$ cat src/rtl/piso_shift_tx_pkg.sv
// Shared types and defaults for the PISO serial transmitter and its tick generator.
package piso_shift_tx_pkg;

  typedef enum logic [1:0] {
    ST_IDLE   = 2'd0,
    ST_SHIFT  = 2'd1,
    ST_PARITY = 2'd2,
    ST_DONE   = 2'd3
  } tx_state_e;

  localparam int DEFAULT_WIDTH = 8;
  localparam int DEFAULT_DIV   = 4;

  // Bits needed to hold 0..max_val, never less than one bit so DIV=1 still gets a legal vector.
  function automatic int cnt_width(input int max_val);
    int w;
    w = $clog2(max_val + 1);
    return (w < 1) ? 1 : w;
  endfunction

endpackage

$ cat src/rtl/piso_shift_tx_tick_gen.sv
// Bit-period tick generator: pulses tick once every DIV clk cycles while run is high,
// and holds its counter at zero while run is low.
module piso_shift_tx_tick_gen
  import piso_shift_tx_pkg::*;
#(
  parameter int DIV = DEFAULT_DIV
) (
  input  logic clk,
  input  logic rst_n,
  input  logic run,
  output logic tick
);

  localparam int            CW   = cnt_width(DIV - 1);
  localparam logic [CW-1:0] LAST = CW'(DIV - 1);

  logic [CW-1:0] cnt;

  assign tick = run && (cnt == LAST);

  always_ff @(posedge clk or negedge rst_n) begin
    if (!rst_n) begin
      cnt <= '0;
    end else if (!run || tick) begin
      cnt <= '0;
    end else begin
      cnt <= cnt + CW'(1);
    end
  end

endmodule

$ cat src/rtl/piso_shift_tx.sv
// Parallel-in serial-out transmitter, MSB first, one bit per DIV clk cycles.
// Optional feature: define TX_PARITY_EN to append one even-parity bit after the LSB.
module piso_shift_tx
  import piso_shift_tx_pkg::*;
#(
  parameter int WIDTH = DEFAULT_WIDTH,
  parameter int DIV   = DEFAULT_DIV
) (
  input  logic             clk,
  input  logic             rst_n,
  input  logic [WIDTH-1:0] p_in,
  input  logic             load_valid,
  output logic             load_ready,
  output logic             s_out,
  output logic             s_valid,
  output logic             busy,
  output logic             done
);

  localparam int            BW       = cnt_width(WIDTH);
  localparam logic [BW-1:0] LAST_BIT = BW'(WIDTH - 1);

  tx_state_e        state;
  tx_state_e        state_next;
  logic [WIDTH-1:0] shift_reg;
  logic [BW-1:0]    bit_cnt;
  logic             tick;
  logic             accept;
  logic             run;
  logic             last_bit;
`ifdef TX_PARITY_EN
  logic             parity_bit;
`endif

  // Accept is decoded from the state directly so it does not loop through load_ready.
  assign accept   = load_valid && (state == ST_IDLE);
  assign run      = (state != ST_IDLE);
  assign last_bit = tick && (bit_cnt == LAST_BIT);

  piso_shift_tx_tick_gen #(
    .DIV (DIV)
  ) u_tick_gen (
    .clk   (clk),
    .rst_n (rst_n),
    .run   (run),
    .tick  (tick)
  );

  always_ff @(posedge clk or negedge rst_n) begin
    if (!rst_n) begin
      state <= ST_IDLE;
    end else begin
      state <= state_next;
    end
  end

  always_comb begin
    state_next = state;
    load_ready = 1'b0;
    s_out      = 1'b0;
    s_valid    = 1'b0;
    busy       = 1'b0;
    done       = 1'b0;
    case (state)
      ST_IDLE: begin
        load_ready = 1'b1;
        if (load_valid) begin
          state_next = ST_SHIFT;
        end
      end
      ST_SHIFT: begin
        busy    = 1'b1;
        s_valid = 1'b1;
        s_out   = shift_reg[WIDTH-1];
        if (last_bit) begin
`ifdef TX_PARITY_EN
          state_next = ST_PARITY;
`else
          state_next = ST_DONE;
`endif
        end
      end
`ifdef TX_PARITY_EN
      ST_PARITY: begin
        busy    = 1'b1;
        s_valid = 1'b1;
        s_out   = parity_bit;
        if (tick) begin
          state_next = ST_DONE;
        end
      end
`endif
      ST_DONE: begin
        busy       = 1'b1;
        done       = 1'b1;
        state_next = ST_IDLE;
      end
      default: begin
        state_next = ST_IDLE;
      end
    endcase
  end

  // Shift datapath: capture on accept, advance one bit on every tick while shifting.
  always_ff @(posedge clk or negedge rst_n) begin
    if (!rst_n) begin
      shift_reg  <= '0;
      bit_cnt    <= '0;
`ifdef TX_PARITY_EN
      parity_bit <= 1'b0;
`endif
    end else if (accept) begin
      shift_reg  <= p_in;
      bit_cnt    <= '0;
`ifdef TX_PARITY_EN
      parity_bit <= ^p_in;
`endif
    end else if ((state == ST_SHIFT) && tick) begin
      shift_reg <= shift_reg << 1;
      bit_cnt   <= bit_cnt + BW'(1);
    end
  end

endmodule
$ cat config.mk
export PLATFORM = sky130hd
export DESIGN_NAME = piso_shift_tx
export DESIGN_NICKNAME = d
export VERILOG_FILES = /design/src/rtl/piso_shift_tx_pkg.sv /design/src/rtl/piso_shift_tx_tick_gen.sv /design/src/rtl/piso_shift_tx.sv
export SDC_FILE = /design/constraint.sdc
export NUM_CORES = 1
export LEC_CHECK = 0
export ABC_AREA = 0
export CAP_MARGIN = 10
export CORE_MARGIN = 3
export CORE_UTILIZATION = 40
export CTS_CLUSTER_SIZE = 20
export DETAILED_ROUTE_END_ITERATION = 8
export PLACE_DENSITY = 0.67
export SKIP_CTS_REPAIR_TIMING = 1
export SLEW_MARGIN = 5
export SYNTH_ARGS = -nofsm -noshare
export SYNTH_HDL_FRONTEND = slang
export SYNTH_SLANG_ARGS = --single-unit
$ cat constraint.sdc
create_clock -name clk -period 1.2 [get_ports clk]
set_input_delay 0.36 -clock clk [delete_from_list [all_inputs] [get_ports clk]]
set_output_delay 0.36 -clock clk [all_outputs]
set_load 0.05 [all_outputs]
* Word-level counts from Yosys, hierarchy flattened *
Cells that the tools add are included.

operators by class
  reduce and logical (&&, ||, !) cells = 11
  multiplexer cells = 13
  bitwise logic cells = 0
  equal/unequal tests = 6
  $mul = 0
  $lt $le $gt $ge = 0
  divide/modulo/power cells = 0
  add/sub/neg operators = 2
  shift operators = 0

operators with widths
  kind                                                 number
  2-to-1 mux 8 bit                                     2
  2-to-1 mux 4 bit                                     2
  2-to-1 mux 2 bit                                     3
  2-to-1 mux 1 bit                                     5
  adder 4 x 1 -> 4 bit, second input constant          1
  equality test 2 bit, second input constant           2
  equality test 4 x 3 -> 1 bit, second input constant  1
  logical AND 1 bit                                    4
  inequality test 2 bit, second input constant         2
  case mux 2 bit (2 select lines)                      1
  nonzero test 2 bit                                   2
  adder 2 x 1 -> 2 bit, second input constant          1
  equality test 2 x 1 -> 1 bit, second input constant  1
  zero test 2 bit                                      1
  AND reduction 2 bit                                  1
  OR reduction 2 bit                                   1
  zero test 1 bit                                      1
  logical OR 1 bit                                     1

word-level totals
  memory bits (read-only) = 0
  word-level logic and storage cells = 36
  memories = 0
  bits in writable memories = 0
  output and inout bits = 5
  bits in registers = 16
  bits in latches = 0
  input bits = 11

* Longest topological paths before layout *
  depth after elaboration = 5
  depth in mapped cells = 5

* By module *
Synthesis repeated with hierarchy kept, for this count alone.

unflattened totals
  cell total of the unflattened synthesis = 72
  area total of the unflattened synthesis = 747.0 µm²

modules (own cells, without submodules)
  module                  sequential area each (µm²)  cells each  times used  area each (µm²)
  piso_shift_tx           350.3                       66          1           655.6
  piso_shift_tx_tick_gen  50.0                        6           1           91.3

* Worst setup path after synthesis *
No wires, ideal clock.

  path kind = flip-flop to output port
  start point = register state[0]
  end point = output s_out
  cell stages (with the launch flop) = 4
  slack = -888 ps
  buffers on the path = 1
  data required time = 840 ps
  arrival time = 1728 ps
  cell sequence = dfrtp_1 > buf_6 > nor2b_1 > and2_1

between the ends
  cells in the longest elaborated chain, start to end = 2

ends and longest elaborated chain
  item                          line                 text
  start: declaration            piso_shift_tx.sv:23  tx_state_e state;
  start signal: assignment      piso_shift_tx.sv:53  state <= state_next;
  equality test 2 x 1 -> 1 bit  piso_shift_tx.sv:64  case (state)
  2-to-1 mux 1 bit              piso_shift_tx.sv:64
  end: declaration              piso_shift_tx.sv:14  output logic s_out,

No other way between the ends.

* Worst setup path after layout *
  start point = register state[1]
  end point = output load_ready

between the ends
  cells in the longest elaborated chain, start to end = 2

ends and longest elaborated chain
  item              line                 text
  zero test 2 bit   piso_shift_tx.sv:64
  2-to-1 mux 1 bit  piso_shift_tx.sv:64
  end: declaration  piso_shift_tx.sv:13  output logic load_ready,

No other way between the ends.

==> results.py <==
metrics = {
    "clocking": {
        "htreeDepth": 1,
        "clk_pin_slew_ns": 0.10,
        "cts_buffers": 3,
        "insertion_delay_ns": 0.29,
        "cts_tree": "yes",
        "clockBufferDepth": 2,
        "clock_tree.root_cell": "clkbuf_4",
        "clock_sinks": 16,
    },
    "synthesis": {
        "synthMuxAreaShare_pct": 1.303,
        "synth-seq-area-share_pct": 52.12,
        "synthDistinctLibCells": 26,
        "yosysTopAreaCell": "dfrtp_1",
        "post-synth-top-area-fraction_pct": 52.12,
        "post-synth-top-count-cell": "dfrtp_1",
        "synth_top_family_by_area": "simple AND/OR/NAND/NOR gates",
        "synth_compound_area_share_pct": 13.36,
        "synthAdderAreaFrac_pct": 3.257,
        "async_reset_ff_share_pct": 100.0,
        "ys_warn_count": 0,
        "synthTopCellsByArea": "dfrtp_1 52%, o22ai_2 4.9%, nor2_1 3.9%, ha_1 3.3%, nor3_1 3.3%",
        "syn_avg_cell_area_um2": 10.82,
        "synth-main-ff-cell": "dfrtp_1",
        "synth-simple-area-share_pct": 23.78,
        "netlist_area_um2": 768.2,
        "syn-instance-count": 71,
        "yosys-top-cells-count": "16 x dfrtp_1, 8 x nor2_1, 6 x nand2_1",
        "synth_edf_count": 0,
        "syn_nets": 84,
        "synthXorXnorAreaFrac_pct": 0,
        "ys_ff_latch": 16,
    },
    "timing": {
        "max_freq_mhz": 628.1,
        "fin_crit_sh_pct": 132.7,
        "slew_violations": 0,
        "holdWs_ns": 0.3881,
        "hold_viol": 0,
        "fin_setup_tns_ns": -4.436,
        "skew_ns": 0.007829,
        "period_needed_ns": 1.592,
        "tightest_slew_ns": 0.2700,
        "fin_ws_ns": -0.3922,
        "maxSlewHeadroom_pct": 81.98,
        "rsz0062_at_grt": "true",
        "setup_viol_count_final": 18,
    },
    "outcome": {
        "outcome": "finished with violations",
        "violations": "negative setup slack",
    },
    "setup_path": {
        "worstPathRequired_ns": 0.84,
        "critical_path_class": "reg -> out",
        "crit_slowest_cell": "dfrtp_2",
        "cp.arrival_ns": 1.23,
        "worst_setup_path_start_kind": "flop",
        "cp_top_family": "flip-flops",
        "worstSetupEndpointType": "output pin",
        "path_cells": "buf_6 -> nor2_4 -> buf_12",
        "cp_max_fo": 7,
        "slowest_delay_ns": 0.49,
        "crit_buf_inv": 2,
    },
    "layout": {
        "drive_gt1_share_pct": 51.38,
        "flow.area_growth_from_synthesis_pct": 69.22,
        "fin_cells": 134,
        "largest_register_ffs": 8,
        "diodes": 0,
        "finalInstanceArea_mm2": 0.001300,
        "nNetsFinal": 123,
    },
    "global_route": {
        "use_met3_pct": 4.834,
        "grt.met2_usage_pct": 24.01,
        "grtUsageTotal_pct": 14.28,
        "grt.busiest_layer": "met2",
        "grt_max_degree": 17,
        "use_met1_pct": 17.37,
        "grt_antenna_before_repair": 0,
        "grt_pass1_wl_um": 2704,
        "overflow": 0,
        "grt_pass1_vias": 622,
    },
    "floorplan": {
        "die_w_um": 49.83,
        "die_area_mm2": 0.002483,
        "fp.dieH_um": 49.83,
        "io_pins": 16,
        "start_util_pct": 43.55,
        "core_mm2": 0.001764,
        "rows": 15,
    },
    "drt": {
        "drc": 0,
        "drt_iter0_drc": 7,
        "wl_per_cell_um": 14.89,
        "ant_nets": 0,
        "vias": 663,
        "drtPass1Iterations": 4,
        "drt_wl_total_um": 1995,
        "vias_per_cell": 4.948,
    },
    "hold_path": {
        "hold_path_class": "in -> async",
    },
    "placement": {
        "placed_area_mm2": 0.001111,
        "place_congestion": 0.7496,
        "dp_hpwl_um": 1206,
        "dp_cells": 120,
        "io_buffers": 15,
        "pre_cts_ws_ns": -0.4775,
    },
    "power_and_ir_drop": {
        "peakVddDrop_mv": 1.151,
        "p_leak_nw": 0.5847,
        "power_density_mw_per_mm2": 1991,
    },
    "run": {
        "maxCapViolations": 0,
    },
}
[area by class of cell]
cell class	count	area [um^2]
Fill cell	119	464.2
Timing Repair Buffer	38	415.4
Multi-Input combinational cell	50	410.4
Sequential cell	16	402.9
Clock buffer	4	36.28
Tap cell	25	31.28
Inverter	1	3.754
[cells in the final DEF (no fill, tap or decap), drive strengths merged, types with 2 or more instances in the layout]
cell type,netlist,routed
o22ai,3,3
dfrtp,16,16
o21ai,2,2
or3b,1,2
ha,2,2
nand2,6,6
buf,4,28
and2,2,2
clkdlybuf4s50,0,10
nor2,8,8
a21oi,3,3
nand3,4,4
a22oi,3,3
a22o,2,2
clkbuf,0,4
nor3b,2,2
nor3,5,5
[power by group]
| group | internal [mW] | switching, mW | leakage, nW |
|---|---|---|---|
| registers | 0.752 | 0.149 | 0.193 |
| logic | 0.715 | 0.612 | 0.370 |
| clock network | 0.185 | 0.175 | 0.0210 |
| total | 1.65 | 0.936 | 0.585 |
[path summary, 6_finish.rpt]
check | from | to | slack, ns | cells past startpoint
setup / recovery | state[1] | load_ready | -0.39 | 3
hold / removal | rst_n | state[0] | 0.39 | 2
setup reg to reg | state[1] | bit_cnt[2] | -0.32 | 4
hold reg to reg | u_tick_gen.cnt[0] | u_tick_gen.cnt[0] | 0.45 | 1
max in group asynchronous | rst_n | state[1] | 0.68 | 2
min in group clk | u_tick_gen.cnt[0] | u_tick_gen.cnt[0] | 0.45 | 1
[cells by family after synthesis]
family | count (synthesis)
flip-flops | 16
adder cells (fa/ha/maj) | 2
AND/OR/NAND/NOR | 33
buffers and inverters | 6
AO/OA/AOI/OAI | 13
multiplexers | 1
[routing by layer]
layer / up-vias / routed length (um)
li1: 330 / -
met1: 313 / 868
met2: 18 / 1045
met3: 2 / 76
met4: 0 / 4
met5: - / 0
[stage by stage]
stage	utilization, %	power [mW]
2_1_floorplan	-	1.541
5_1_grt	73.69	2.764
3_5_place_dp	62.98	1.949
3_3_place_gp	62.98	1.898
6_report	73.69	2.588
4_1_cts	65.04	2.309
Note: power is estimated with default switching activity, not from simulation.
